### src/rtl/mem_port_arbiter_pkg.sv
// Shared definitions for the I/D memory-port arbiter: FSM encoding, access masks, requester ids.
package mem_port_arbiter_pkg;

  typedef enum logic [1:0] {
    ST_IDLE   = 2'd0,
    ST_BUSY_I = 2'd1,
    ST_BUSY_D = 2'd2,
    ST_RESP   = 2'd3
  } arb_state_e;

  localparam logic [1:0] MASK_B = 2'b00;
  localparam logic [1:0] MASK_H = 2'b01;
  localparam logic [1:0] MASK_W = 2'b10;

  localparam logic REQ_I = 1'b0;
  localparam logic REQ_D = 1'b1;

  // A load/store that asks for both directions at once is rejected without touching memory.
  function automatic logic d_req_illegal(input logic rd, input logic wr);
    return rd & wr;
  endfunction

endpackage

### src/rtl/mem_port_arbiter_if.sv
// Bundles the instruction, load/store and memory-side handshakes of the arbiter.
interface mem_port_arbiter_if #(
  parameter int ADDR_W = 32,
  parameter int DATA_W = 32
);
  logic              i_valid;
  logic [ADDR_W-1:0] i_addr;
  logic              i_good;
  logic              i_err;
  logic [DATA_W-1:0] i_rdata;

  logic              d_valid;
  logic [ADDR_W-1:0] d_addr;
  logic [DATA_W-1:0] d_wdata;
  logic              d_read;
  logic              d_write;
  logic [1:0]        d_mask;
  logic              d_sext;
  logic              d_good;
  logic              d_err;
  logic [DATA_W-1:0] d_rdata;

  logic              m_valid;
  logic [ADDR_W-1:0] m_addr;
  logic [DATA_W-1:0] m_wdata;
  logic              m_read;
  logic              m_write;
  logic [1:0]        m_mask;
  logic              m_sext;
  logic              m_good;
  logic [DATA_W-1:0] m_rdata;

  modport slave (
    input  i_valid, i_addr,
    output i_good, i_err, i_rdata,
    input  d_valid, d_addr, d_wdata, d_read, d_write, d_mask, d_sext,
    output d_good, d_err, d_rdata,
    output m_valid, m_addr, m_wdata, m_read, m_write, m_mask, m_sext,
    input  m_good, m_rdata
  );

  modport master (
    output i_valid, i_addr,
    input  i_good, i_err, i_rdata,
    output d_valid, d_addr, d_wdata, d_read, d_write, d_mask, d_sext,
    input  d_good, d_err, d_rdata,
    input  m_valid, m_addr, m_wdata, m_read, m_write, m_mask, m_sext,
    output m_good, m_rdata
  );
endinterface

### src/rtl/mem_port_arbiter_rr_arb2.sv
// Two-way round-robin picker: on contention the requester that was not granted last wins.
module mem_port_arbiter_rr_arb2
  import mem_port_arbiter_pkg::*;
(
  input  logic [1:0] req,
  input  logic       last,
  output logic [1:0] grant
);

  // One-hot grant selection
  always_comb begin
    grant = 2'b00;
    case (req)
      2'b01:   grant = 2'b01;
      2'b10:   grant = 2'b10;
      2'b11:   grant = (last == REQ_I) ? 2'b10 : 2'b01;
      default: grant = 2'b00;
    endcase
  end

endmodule

### src/rtl/mem_port_arbiter.sv
// Shares one memory port between instruction fetch (I) and load/store (D) with round-robin
// grant, registered request/response paths and a per-access timeout.
module mem_port_arbiter
  import mem_port_arbiter_pkg::*;
#(
  parameter int ADDR_W         = 32,
  parameter int DATA_W         = 32,
  parameter int TIMEOUT_CYCLES = 16
) (
  input logic               clk,
  input logic               reset,
  mem_port_arbiter_if.slave bus
);

  localparam int TMO_W = $clog2(TIMEOUT_CYCLES);
  localparam logic [TMO_W-1:0] TMO_LAST = TMO_W'(TIMEOUT_CYCLES - 1);

  arb_state_e        state_r, state_s;
  logic              last_grant_r;
  logic [TMO_W-1:0]  tmo_cnt_r;
  logic [1:0]        arb_grant_s;
  logic              busy_s, grant_i_s, grant_d_s, reject_d_s, done_s, timeout_s;

  logic              m_valid_r, m_read_r, m_write_r, m_sext_r;
  logic [ADDR_W-1:0] m_addr_r;
  logic [DATA_W-1:0] m_wdata_r;
  logic [1:0]        m_mask_r;
  logic              i_good_r, i_err_r, d_good_r, d_err_r;
  logic [DATA_W-1:0] i_rdata_r, d_rdata_r;

  assign busy_s = (state_r == ST_BUSY_I) || (state_r == ST_BUSY_D);

  mem_port_arbiter_rr_arb2 u_rr (
    .req   ({bus.d_valid, bus.i_valid}),
    .last  (last_grant_r),
    .grant (arb_grant_s)
  );

  // Next-state decode and per-cycle event strobes
  always_comb begin
    state_s    = state_r;
    grant_i_s  = 1'b0;
    grant_d_s  = 1'b0;
    reject_d_s = 1'b0;
    done_s     = 1'b0;
    timeout_s  = 1'b0;
    case (state_r)
      ST_IDLE: begin
        if (arb_grant_s[REQ_D]) begin
          if (d_req_illegal(bus.d_read, bus.d_write)) begin
            reject_d_s = 1'b1;
            state_s    = ST_RESP;
          end else begin
            grant_d_s = 1'b1;
            state_s   = ST_BUSY_D;
          end
        end else if (arb_grant_s[REQ_I]) begin
          grant_i_s = 1'b1;
          state_s   = ST_BUSY_I;
        end else begin
          state_s = ST_IDLE;
        end
      end
      ST_BUSY_I, ST_BUSY_D: begin
        if (bus.m_good) begin
          done_s  = 1'b1;
          state_s = ST_RESP;
        end else if (tmo_cnt_r == TMO_LAST) begin
          timeout_s = 1'b1;
          state_s   = ST_RESP;
        end else begin
          state_s = state_r;
        end
      end
      ST_RESP: state_s = ST_IDLE;
      default: state_s = ST_IDLE;
    endcase
  end

  // State, fairness pointer and timeout counter
  always_ff @(posedge clk) begin
    if (reset) begin
      state_r      <= ST_IDLE;
      last_grant_r <= REQ_I;
      tmo_cnt_r    <= '0;
    end else begin
      state_r <= state_s;
      if (grant_i_s) begin
        last_grant_r <= REQ_I;
      end else if (grant_d_s) begin
        last_grant_r <= REQ_D;
      end
      if (busy_s && !done_s && !timeout_s) begin
        tmo_cnt_r <= tmo_cnt_r + TMO_W'(1);
      end else begin
        tmo_cnt_r <= '0;
      end
    end
  end

  // Memory request register: loaded on grant, cleared when the access ends
  always_ff @(posedge clk) begin
    if (reset || ((done_s || timeout_s) && !grant_i_s && !grant_d_s)) begin
      m_valid_r <= 1'b0;
      m_addr_r  <= '0;
      m_wdata_r <= '0;
      m_read_r  <= 1'b0;
      m_write_r <= 1'b0;
      m_mask_r  <= MASK_B;
      m_sext_r  <= 1'b0;
    end else if (grant_i_s) begin
      m_valid_r <= 1'b1;
      m_addr_r  <= bus.i_addr;
      m_wdata_r <= '0;
      m_read_r  <= 1'b1;
      m_write_r <= 1'b0;
      m_mask_r  <= MASK_W;
      m_sext_r  <= 1'b0;
    end else if (grant_d_s) begin
      m_valid_r <= 1'b1;
      m_addr_r  <= bus.d_addr;
      m_wdata_r <= bus.d_wdata;
      m_read_r  <= bus.d_read;
      m_write_r <= bus.d_write;
      m_mask_r  <= bus.d_mask;
      m_sext_r  <= bus.d_sext;
    end
  end

  // Response pulses and read-data capture; stores report zero data
  always_ff @(posedge clk) begin
    if (reset) begin
      i_good_r  <= 1'b0;
      i_err_r   <= 1'b0;
      d_good_r  <= 1'b0;
      d_err_r   <= 1'b0;
      i_rdata_r <= '0;
      d_rdata_r <= '0;
    end else begin
      i_good_r <= done_s && (state_r == ST_BUSY_I);
      i_err_r  <= timeout_s && (state_r == ST_BUSY_I);
      d_good_r <= done_s && (state_r == ST_BUSY_D);
      d_err_r  <= (timeout_s && (state_r == ST_BUSY_D)) || reject_d_s;
      if (done_s && (state_r == ST_BUSY_I)) begin
        i_rdata_r <= bus.m_rdata;
      end
      if (done_s && (state_r == ST_BUSY_D)) begin
        d_rdata_r <= m_read_r ? bus.m_rdata : '0;
      end else if (reject_d_s) begin
        d_rdata_r <= '0;
      end
    end
  end

  assign bus.m_valid = m_valid_r;
  assign bus.m_addr  = m_addr_r;
  assign bus.m_wdata = m_wdata_r;
  assign bus.m_read  = m_read_r;
  assign bus.m_write = m_write_r;
  assign bus.m_mask  = m_mask_r;
  assign bus.m_sext  = m_sext_r;
  assign bus.i_good  = i_good_r;
  assign bus.i_err   = i_err_r;
  assign bus.i_rdata = i_rdata_r;
  assign bus.d_good  = d_good_r;
  assign bus.d_err   = d_err_r;
  assign bus.d_rdata = d_rdata_r;

endmodule

### src/flat_wrapper.sv
// flat-port wrapper written by rule: the top's interface ports become plain ports
module mem_port_arbiter_flat import mem_port_arbiter_pkg::*;
#(
  parameter int ADDR_W         = 32,
  parameter int DATA_W         = 32,
  parameter int TIMEOUT_CYCLES = 16
)
  (clk, reset, bus_i_valid, bus_i_addr, bus_i_good, bus_i_err, bus_i_rdata, bus_d_valid, bus_d_addr, bus_d_wdata, bus_d_read, bus_d_write, bus_d_mask, bus_d_sext, bus_d_good, bus_d_err, bus_d_rdata, bus_m_valid, bus_m_addr, bus_m_wdata, bus_m_read, bus_m_write, bus_m_mask, bus_m_sext, bus_m_good, bus_m_rdata);
  mem_port_arbiter_if #(.ADDR_W(ADDR_W), .DATA_W(DATA_W)) bus_i ();
  input logic clk;
  input logic reset;
  input wire logic [$bits(bus_i.i_valid)-1:0] bus_i_valid;
  input wire logic [$bits(bus_i.i_addr)-1:0] bus_i_addr;
  output wire logic [$bits(bus_i.i_good)-1:0] bus_i_good;
  output wire logic [$bits(bus_i.i_err)-1:0] bus_i_err;
  output wire logic [$bits(bus_i.i_rdata)-1:0] bus_i_rdata;
  input wire logic [$bits(bus_i.d_valid)-1:0] bus_d_valid;
  input wire logic [$bits(bus_i.d_addr)-1:0] bus_d_addr;
  input wire logic [$bits(bus_i.d_wdata)-1:0] bus_d_wdata;
  input wire logic [$bits(bus_i.d_read)-1:0] bus_d_read;
  input wire logic [$bits(bus_i.d_write)-1:0] bus_d_write;
  input wire logic [$bits(bus_i.d_mask)-1:0] bus_d_mask;
  input wire logic [$bits(bus_i.d_sext)-1:0] bus_d_sext;
  output wire logic [$bits(bus_i.d_good)-1:0] bus_d_good;
  output wire logic [$bits(bus_i.d_err)-1:0] bus_d_err;
  output wire logic [$bits(bus_i.d_rdata)-1:0] bus_d_rdata;
  output wire logic [$bits(bus_i.m_valid)-1:0] bus_m_valid;
  output wire logic [$bits(bus_i.m_addr)-1:0] bus_m_addr;
  output wire logic [$bits(bus_i.m_wdata)-1:0] bus_m_wdata;
  output wire logic [$bits(bus_i.m_read)-1:0] bus_m_read;
  output wire logic [$bits(bus_i.m_write)-1:0] bus_m_write;
  output wire logic [$bits(bus_i.m_mask)-1:0] bus_m_mask;
  output wire logic [$bits(bus_i.m_sext)-1:0] bus_m_sext;
  input wire logic [$bits(bus_i.m_good)-1:0] bus_m_good;
  input wire logic [$bits(bus_i.m_rdata)-1:0] bus_m_rdata;
  assign bus_i.i_valid = bus_i_valid;
  assign bus_i.i_addr = bus_i_addr;
  assign bus_i_good = bus_i.i_good;
  assign bus_i_err = bus_i.i_err;
  assign bus_i_rdata = bus_i.i_rdata;
  assign bus_i.d_valid = bus_d_valid;
  assign bus_i.d_addr = bus_d_addr;
  assign bus_i.d_wdata = bus_d_wdata;
  assign bus_i.d_read = bus_d_read;
  assign bus_i.d_write = bus_d_write;
  assign bus_i.d_mask = bus_d_mask;
  assign bus_i.d_sext = bus_d_sext;
  assign bus_d_good = bus_i.d_good;
  assign bus_d_err = bus_i.d_err;
  assign bus_d_rdata = bus_i.d_rdata;
  assign bus_m_valid = bus_i.m_valid;
  assign bus_m_addr = bus_i.m_addr;
  assign bus_m_wdata = bus_i.m_wdata;
  assign bus_m_read = bus_i.m_read;
  assign bus_m_write = bus_i.m_write;
  assign bus_m_mask = bus_i.m_mask;
  assign bus_m_sext = bus_i.m_sext;
  assign bus_i.m_good = bus_m_good;
  assign bus_i.m_rdata = bus_m_rdata;
  mem_port_arbiter #(.ADDR_W(ADDR_W), .DATA_W(DATA_W), .TIMEOUT_CYCLES(TIMEOUT_CYCLES)) u_core (.clk(clk), .reset(reset), .bus(bus_i));
endmodule
### config.mk
export PLATFORM = sky130hd
export DESIGN_NAME = mem_port_arbiter_flat
export DESIGN_NICKNAME = d
export VERILOG_FILES = /design/src/rtl/mem_port_arbiter_pkg.sv /design/src/rtl/mem_port_arbiter_if.sv /design/src/rtl/mem_port_arbiter_rr_arb2.sv /design/src/rtl/mem_port_arbiter.sv /design/src/flat_wrapper.sv
export SDC_FILE = /design/constraint.sdc
export NUM_CORES = 1
export LEC_CHECK = 0
export BUFFER_PORTS_ARGS = -buffer_cell sky130_fd_sc_hd__buf_4
export CAP_MARGIN = 40
export CELL_PAD_IN_SITES_DETAIL_PLACEMENT = 1
export CELL_PAD_IN_SITES_GLOBAL_PLACEMENT = 1
export CORE_ASPECT_RATIO = 1.5
export CORE_MARGIN = 2
export CORE_UTILIZATION = 36
export CTS_CLUSTER_DIAMETER = 40
export DETAILED_ROUTE_END_ITERATION = 10
export PLACE_DENSITY = 0.93
export SLEW_MARGIN = 5
export SYNTH_ARGS = -nofsm -noshare
export SYNTH_HDL_FRONTEND = slang
export SYNTH_HIERARCHICAL = 1
export SYNTH_SLANG_ARGS = --single-unit
### constraint.sdc
create_clock -name clk -period 3.9 [get_ports clk]
set_input_delay 0.585 -clock clk [delete_from_list [all_inputs] [get_ports clk]]
set_output_delay 0.585 -clock clk [all_outputs]
set_load 0.05 [all_outputs]
==> results.toml <==
[die]
rows = 57
die_x_um = 108.3
core_um2 = 16120
die-height_um = 160.5
ios = 276
initial_utilization_pct = 36.48
die_area_um2 = 17390

[clocking]
cts_buffers = 17
cts_setup_buffers = 0
cts_sinks = 145
cts_tree = "built"
postCtsHoldBufs = 0
clock_path_buffers = 2
cts-resized-gates = 0
h-tree-depth = 4
clk_pin_slew_worst_paths_ps = 70
insertion_delay_ps = 400
root_buffer = "clkbuf_16"

[cells_and_area]
nNetsFinal = 1024
final_util_pct = 53.83
drive_gt1_share_pct = 40.16
area_growth_pct = 47.56
final_cell_area_um2 = 8676
layout_commonest_cell = "buf_4"
layout_common_cells = "buf_4, dfxtp_1, nand2_1"
fillers = 1869
antenna_cells = 0

[timing]
tns_ps = 0
worst_slack_ps = 1739
final_hold_viol_count = 0
finalCriticalPeriod_ps = 2161
final-max-slew-violation-count = 0
relSlewSlack_pct = 54.15
whs_ps = 418.1
rsz0062_at_grt = "no"
period_share_pct = 55.41
worst-slew-pin-transition_ps = 685.3
setup_viol = 0
final.setup_skew_ps = 9.493
clock.fmax_ghz = 0.4628

[grt]
grt_max_degree = 67
grt_pass1_wl_um = 32980
grt_pass1_vias = 6303
grt.total_usage_pct = 23.94
grt_overflow = 0
antenna_found_initial = 0

[logic_synthesis]
synth_seq_area_share_pct = 49.37
ys.flop_type = "dfxtp_1"
synth_area_um2 = 5879
synth-seq-cells = 145
synth_cell_type_count = 34
ys_warn_count = 6
synthesis.nets = 789
synth_edf_count = 0
syn_area_per_cell_um2 = 9.087
async_flop_share_pct = 0
syn_inst = 647

[critical_path]
worstSetupPathType = "reg2reg"
cp-start-kind = "flip-flop"
crit_path_end_kind = "flip-flop"
cp_max_fo = 33
critical_path_required_ps = 4150
crit_arrival_ps = 2410

[pwr]
ir_drop_v = 0.0003803
p_sw_share_pct = 39.36
powerDensity_nw_per_um2 = 625.4
sequentialPowerShare_pct = 32.9
p_leak_nw = 3.476
p_sw_mw = 2.136
p_int_mw = 3.290
combPwrFrac_pct = 35.8
clockPowerShare_pct = 31.3

[placement]
dpl.hpwl_um = 15080
placed_area_um2 = 8060
place.gp.congestion = 0.8244
dpl_worst_slack_ps = 1409
portBuffers = 275

[route]
first_pass_iters = 4
drc = 0
drt_iter0_drc = 367
routedWlPerCell_um = 19.40
routed_via_density = 5.587
vias = 6146
wl_um = 21340
ant_nets = 0

[worst_hold_path]
min-delay-path-class = "in2reg"

[job]
maxCapViolations = 0

[status]
status = "completed"
==> metal layers <==
| metal | vias up | GRT usage [%] | wire length, um |
|---|---|---|---|
| met2 | 211 | 43.80 | 11450 |
| met5 | - | 0 | 0 |
| li1 | 2903 | - | - |
| met3 | 48 | 5.114 | 1094 |
| met4 | 0 | 10.55 | 832 |
| met1 | 2984 | 25.97 | 7958 |
==> worst max-delay path, stage by stage (launching register included) <==
cell and delay, ps:
dfxtp_1 350, a21boi_0 210, buf_4 190, and3_1 160, buf_4 270, o221a_2 680, a211oi_1 130
==> state kept, by name, indices dropped and copies added, names as in the netlist <==
name,count
u_core/bus.d_good,1
u_core/bus.d_rdata,32
u_core/bus.m_wdata,32
u_core/bus.m_mask,2
u_core/state_r,2
u_core/bus.m_write,1
u_core/bus.i_err,1
u_core/bus.i_rdata,32
u_core/last_grant_r,1
u_core/bus.i_good,1
u_core/bus.m_sext,1
u_core/bus.m_read,1
u_core/bus.m_addr,32
u_core/bus.d_err,1
u_core/tmo_cnt_r,4
u_core/bus.m_valid,1
==> cell usage after synthesis (all sizes together) (2+ instances only) <==
library cell | instances | area (um^2)
dfxtp | 145 | 2903
a21oi | 71 | 464.2
nand2 | 68 | 255.2
a32oi | 64 | 560.5
clkbuf | 50 | 187.7
nor2 | 42 | 157.7
nand3 | 39 | 195.2
o21ai | 36 | 180.2
o221ai | 35 | 306.5
a211oi | 34 | 255.2
buf | 27 | 151.4
and3 | 6 | 37.54
inv | 5 | 18.77
ha | 4 | 50.05
a31oi | 3 | 18.77
nand2b | 3 | 18.77
a21boi | 2 | 15.02
and2 | 2 | 12.51
==> path summary, 6_finish.rpt <==
path	end	cells past startpoint	slack, ps	from
setup / recovery	u_core/bus.m_addr[12]$_SDFFE_PP0P_	6	1740	u_core/last_grant_r$_SDFFE_PP0P_
hold / removal	u_core/bus.d_rdata[24]$_SDFFE_PP0P_	3	420	bus_m_rdata[24]
setup reg to reg	u_core/bus.m_addr[12]$_SDFFE_PP0P_	6	1740	u_core/last_grant_r$_SDFFE_PP0P_
hold reg to reg	u_core/bus.i_rdata[23]$_SDFFE_PP0P_	2	460	u_core/bus.i_rdata[23]$_SDFFE_PP0P_
==> cell type report <==
cell class	instances	area (um^2)	share of cell area [%]
Sequential cell	145	2903	33.46
Multi-Input combinational cell	420	2641	30.44
Timing Repair Buffer	293	2240	25.81
Clock buffer	18	439.2	5.062
Tap cell	206	257.7	2.971
Clock inverter	13	176.4	2.033
Inverter	5	18.77	0.2163
==> cell families (layout without fill, tap and decap cells) <==
| group | Yosys count | after routing | synth area share [%] |
|---|---|---|---|
| AOI/OAI and AO/OA | 249 | 249 | 31.28 |
| buffers and inverters | 82 | 329 | 6.087 |
| xor gates and xnor gates | 2 | 2 | 0.2980 |
| and+or+nand+nor | 165 | 165 | 12.11 |
| adders and majority gates | 4 | 4 | 0.8513 |
| DFF | 145 | 145 | 49.37 |
==> power by group through the flow <==
stage	combinational (mW)	sequential (mW)	clock, mW
global route	2.05	1.81	1.81
floorplan	0.676	2.43	0
CTS	1.95	1.79	1.74
finish	1.94	1.79	1.70
detailed placement	1.95	1.82	0
global placement	1.90	1.81	0
==> metrics by stage <==
step | std cells | total power, mW
after floorplan | 647 | 3.104
after global placement | 1067 | 3.709
after detailed placement | 1069 | 3.765
final | 1100 | 5.426
after global routing | 1100 | 5.674
after CTS | 1100 | 5.481
No activity file was read; power rests on OpenSTA's default activity.
